$ cat config.mk
export PLATFORM = sky130hd
export DESIGN_NAME = arb4_grant_ctrl
export DESIGN_NICKNAME = d
export VERILOG_FILES = /design/src/rtl/arb4_grant_ctrl.sv
export SDC_FILE = /design/constraint.sdc
export NUM_CORES = 1
export LEC_CHECK = 0
export ABC_AREA = 0
export BUFFER_PORTS_ARGS = -buffer_cell sky130_fd_sc_hd__buf_2
export CORE_MARGIN = 2
export CORE_UTILIZATION = 57
export DETAILED_ROUTE_END_ITERATION = 6
export GPL_TIMING_DRIVEN = 0
export PLACE_DENSITY = 0.84
export SETUP_SLACK_MARGIN = 0.02
export SLEW_MARGIN = 25
export SYNTH_ARGS = -nofsm -noshare
export SYNTH_HDL_FRONTEND = slang
export SYNTH_SLANG_ARGS = --single-unit
$ cat constraint.sdc
create_clock -name clk -period 2.5 [get_ports clk]
set_input_delay 0.125 -clock clk [delete_from_list [all_inputs] [get_ports clk]]
set_output_delay 0.125 -clock clk [all_outputs]
set_load 0.03 [all_outputs]
$ cat src/rtl/arb4_grant_ctrl.sv
// 4-requester arbiter: fixed priority (bit 3 highest) with per-owner hold timeout and global enable.
// Define ARB_ROUND_ROBIN_EN to rotate the search order below the last winner.
module arb4_grant_ctrl #(
    parameter int MAX_HOLD = 8,
    parameter int HOLD_W   = 4
) (
    input  logic       clk,
    input  logic       rst,
    input  logic       E,
    input  logic [3:0] req,
    output logic [3:0] gnt,
    output logic [1:0] Y,
    output logic       V
);

    typedef enum logic {
        IDLE  = 1'b0,
        GRANT = 1'b1
    } state_t;

    localparam logic [HOLD_W-1:0] HOLD_LAST = HOLD_W'(MAX_HOLD - 1);
    localparam logic [HOLD_W-1:0] HOLD_SAT  = {HOLD_W{1'b1}};

    state_t            state_q, state_d;
    logic [3:0]        gnt_q, gnt_d;
    logic [1:0]        y_q, y_d;
    logic              v_q, v_d;
    logic [HOLD_W-1:0] hold_cnt_q, hold_cnt_d;
    logic [3:0]        mask_q, mask_d;

    logic [3:0]        elig;
    logic [1:0]        winner;
    logic              found;

    assign elig = req & ~mask_q;

`ifdef ARB_ROUND_ROBIN_EN
    logic [1:0] ptr_q, ptr_d;

    // Search p-1, p-2, p-3, p; the first eligible index found wins.
    always_comb begin
        logic [1:0] idx;
        winner = 2'd0;
        found  = 1'b0;
        for (int k = 1; k <= 4; k++) begin
            idx = ptr_q - 2'(k);
            if (!found && elig[idx]) begin
                winner = idx;
                found  = 1'b1;
            end
        end
    end
`else
    always_comb begin
        winner = 2'd0;
        found  = 1'b0;
        for (int k = 0; k < 4; k++) begin
            if (elig[k]) begin
                winner = 2'(k);
                found  = 1'b1;
            end
        end
    end
`endif

    always_comb begin
        state_d    = state_q;
        gnt_d      = gnt_q;
        y_d        = y_q;
        v_d        = v_q;
        hold_cnt_d = hold_cnt_q;
        mask_d     = mask_q;
`ifdef ARB_ROUND_ROBIN_EN
        ptr_d      = ptr_q;
`endif
        case (state_q)
            IDLE: begin
                if (E && found) begin
                    state_d    = GRANT;
                    gnt_d      = 4'b0001 << winner;
                    y_d        = winner;
                    v_d        = 1'b1;
                    hold_cnt_d = '0;
                    mask_d     = 4'b0000;
`ifdef ARB_ROUND_ROBIN_EN
                    ptr_d      = winner;
`endif
                end else if (elig == 4'b0000) begin
                    // Nothing eligible: drop the mask so a lone timed-out requester can return.
                    mask_d = 4'b0000;
                end
            end
            GRANT: begin
                if (!E || !req[y_q]) begin
                    state_d = IDLE;
                    gnt_d   = 4'b0000;
                    y_d     = 2'd0;
                    v_d     = 1'b0;
                end else if (MAX_HOLD != 0 && hold_cnt_q == HOLD_LAST) begin
                    state_d     = IDLE;
                    gnt_d       = 4'b0000;
                    y_d         = 2'd0;
                    v_d         = 1'b0;
                    mask_d[y_q] = 1'b1;
                end else if (hold_cnt_q != HOLD_SAT) begin
                    hold_cnt_d = hold_cnt_q + 1'b1;
                end
            end
            default: begin
                state_d = IDLE;
                gnt_d   = 4'b0000;
                y_d     = 2'd0;
                v_d     = 1'b0;
            end
        endcase
    end

    always_ff @(posedge clk) begin
        if (rst) begin
            state_q    <= IDLE;
            gnt_q      <= 4'b0000;
            y_q        <= 2'd0;
            v_q        <= 1'b0;
            hold_cnt_q <= '0;
            mask_q     <= 4'b0000;
`ifdef ARB_ROUND_ROBIN_EN
            ptr_q      <= 2'd0;
`endif
        end else begin
            state_q    <= state_d;
            gnt_q      <= gnt_d;
            y_q        <= y_d;
            v_q        <= v_d;
            hold_cnt_q <= hold_cnt_d;
            mask_q     <= mask_d;
`ifdef ARB_ROUND_ROBIN_EN
            ptr_q      <= ptr_d;
`endif
        end
    end

    assign gnt = gnt_q;
    assign Y   = y_q;
    assign V   = v_q;

endmodule

==> results.cfg <==
[global_route]
met2_usage = 0.323
grt_pass1_wl_mm = 2.81
grt_max_degree = 11
track_usage = 0.203
antenna_found_initial = 0
grtUsageMet3 = 0.0388
overflow = 0
grt_use_met1 = 0.271
globalRoute.busiestLayer = met2
grt_pass1_vias = 662

[cts]
cts_setup_buffers = 0
cts_root_buffer = clkbuf_4
clock_sinks = 16
insertion_delay_ns = 0.29
clockBufferDepth = 2
cts_resized = 0
cts_tree = yes
tritoncts.num_buffers = 3
clk_pin_slew_ns = 0.09
htree_levels = 1
ctsHoldBuffers = 0

[yosys]
netlist_area_um2 = 831
async_flop_share = 0
postSynthCellCount = 87
synth-edff-count = 0
yosysSeqAreaShare = 0.386
synthFlopType = dfxtp_1
avgSynthCellArea_um2 = 9.55
synth_fp_nets = 95
yosysUniqueCellTypes = 33
yosysWarnings = 0
synth-seq-cells = 16

[outcome]
status = finished, final reports clean

[floorplan]
dieArea_um2 = 1780
die_h_um = 42.2
rows = 13
initial_core_util = 0.623
die_width_um = 42.2
coreArea_um2 = 1330
io_pins = 14

[layout]
finalInstanceArea_um2 = 932
num_antenna_cells = 0
final_common_cell = dfxtp_1
final_nets = 112
drive_above_1_share = 0.275
fillers = 104
area_delta_synth_final_pct = 12.2
layout_common_cells = dfxtp_1 (16), buf_2 (14), a22o_1 (7), nand2b_1 (6), nor2_1 (6)

[setup_path]
crit_fanout = 7
critPathCaptureType = flop
reg2reg_from = hold_cnt_q[0]
worstSetupEndpoint = gnt[1]
crit_arrival_ns = 1.88
path_delay_family = compound AO/OA/AOI/OAI gates
r2r_cells = 5
cp_slowest_cell = o21ai_0
crit_chain = ha_1, nand2_1, o21ai_0, o32ai_4, a22o_1
worst-path-buf-inv = 0
reg2reg_slack_ns = 0.81
worstSetupPathDepth = 5
crit_type = flop to flop
r2r-end = gnt[1]
crit_start = hold_cnt_q[0]
critPathLaunchType = flop
crit_required_ns = 2.69
crit_path_max_incr_delay_ns = 0.39

[detailed_routing]
post_drt_wl_per_cell_um = 13.9
drtPass1Iterations = 4
num_vias = 714
routed_via_density = 6.10
wl_mm = 1.62
drc_errors = 0
drtIter0Drc = 8
drtAntennaViolNets = 0

[placement]
place_congestion = 0.826
numPortBuffers = 12
dp_slack_ns = 0.834
placed_cell_area_um2 = 910
hpwl_mm = 1.25

[timing]
clock.fmax_ghz = 0.591
setup_ws_ns = 0.808
slew_headroom = 0.638
fin_crit_sh = 0.677
fin_setup_tns_ns = 0
setup-violations-final = 0
finalHoldViolations = 0
rsz0062_at_grt = false
slew_viol_final = 0
fin_skew_ns = 0.00512
min_period_ns = 1.69
worstMarginPinSlew_ns = 0.543

[pwr]
p_clk_frac = 0.271
max-vdd-ir-drop_uv = 422
p_per_area_nw_per_um2 = 536
switching_share = 0.286
power_switching_w = 0.000143
p_leak_nw = 0.398
seq_power_share = 0.538
pwr-share-comb = 0.191
internal_power_w = 0.000356

[worst_hold_path]
min_path_type = input pin to flop

[job]
cap_violations = 0
-- synthesized netlist by cell type (2+ instances only) --
cell type / instances / area share
clkbuf_2: 2 / 0.012
a32o_1: 4 / 0.048
nor2b_1: 2 / 0.015
nand2_1: 3 / 0.014
a41oi_1: 2 / 0.021
o21a_1: 2 / 0.018
a21o_1: 2 / 0.018
buf_2: 2 / 0.012
inv_1: 4 / 0.018
o21ai_0: 2 / 0.012
mux2i_1: 2 / 0.024
and3_1: 2 / 0.015
nor2_1: 6 / 0.027
nand2b_1: 6 / 0.045
nor3_1: 3 / 0.018
a21oi_1: 2 / 0.012
nand4_1: 3 / 0.023
a22o_1: 7 / 0.074
dfxtp_1: 16 / 0.39
a31o_2: 2 / 0.021
-- cell type report --
class	instances	area, µm²	share of cell area
Clock buffer	3	22.5	0.0242
Buffer	5	31.3	0.0336
Tap cell	15	18.8	0.0201
Inverter	4	15.0	0.0161
Timing Repair Buffer	12	60.1	0.0644
Multi-Input combinational cell	62	464	0.498
Sequential cell	16	320	0.344
-- worst reg2reg max path: cells and delay by family (launching register included) --
family / cells / cell delay (ns)
flip-flops: 1 / 0.38
AO/OA/AOI/OAI: 3 / 0.84
adder cells (fa/ha/maj): 1 / 0.21
AND/OR/NAND/NOR: 1 / 0.17
-- per-stage QoR --
| step | utilization | cells | hold slack (ns) | power (W) |
|---|---|---|---|---|
| 2_1_floorplan | - | 87 | 0.309 | 0.000347 |
| 3_3_place_gp | 0.682 | 114 | 0.440 | 0.000367 |
| 3_5_place_dp | 0.682 | 114 | 0.451 | 0.000370 |
| 4_1_cts | 0.699 | 117 | 0.156 | 0.000505 |
| 5_1_grt | 0.699 | 117 | 0.181 | 0.000520 |
| 6_report | 0.699 | 117 | 0.166 | 0.000499 |
-- registers in the layout, summed over array words and instances (netlist names) --
signal	flops
gnt	4
Y	2
hold_cnt_q	4
mask_q	4
V	1
state_q	1
-- power by group through the flow --
stage                     clock (W)  combinational, W  sequential, W
after floorplan                   0         0.0000607       0.000286
after global placement            0         0.0000932       0.000274
after detailed placement          0         0.0000952       0.000275
after CTS                  0.000141         0.0000952       0.000269
after global routing       0.000146          0.000104       0.000270
final                      0.000135         0.0000954       0.000269
-- cell families (layout without fill, tap and decap cells) --
kind of cell / Yosys count / count (layout) / synth area share
compound gates: 30 / 30 / 0.324
flops: 16 / 16 / 0.386
buf+inv: 9 / 24 / 0.0557
fa+ha+maj: 1 / 1 / 0.0151
mux: 3 / 3 / 0.0422
simple gates: 28 / 28 / 0.178
-- per-layer routing --
| layer | vias to the layer above | part of all wire | wire, µm |
|---|---|---|---|
| li1 | 365 | - | - |
| met1 | 332 | 0.50 | 804 |
| met2 | 13 | 0.45 | 735 |
| met3 | 4 | 0.035 | 56 |
| met4 | 0 | 0.017 | 27 |
| met5 | - | 0 | 0 |
-- how the worst min path moves through the flow --
stage	to	cells after the start	slack, ns	start
CTS	hold_cnt_q[1]	3	0.16	E
global placement	gnt[3]	1	0.44	gnt[3]
floorplan	hold_cnt_q[0]	2	0.31	rst
finish	hold_cnt_q[1]	3	0.17	E
global route	hold_cnt_q[1]	3	0.18	E
detailed placement	gnt[3]	1	0.45	gnt[3]
Note: power is estimated with default switching activity, not from simulation.
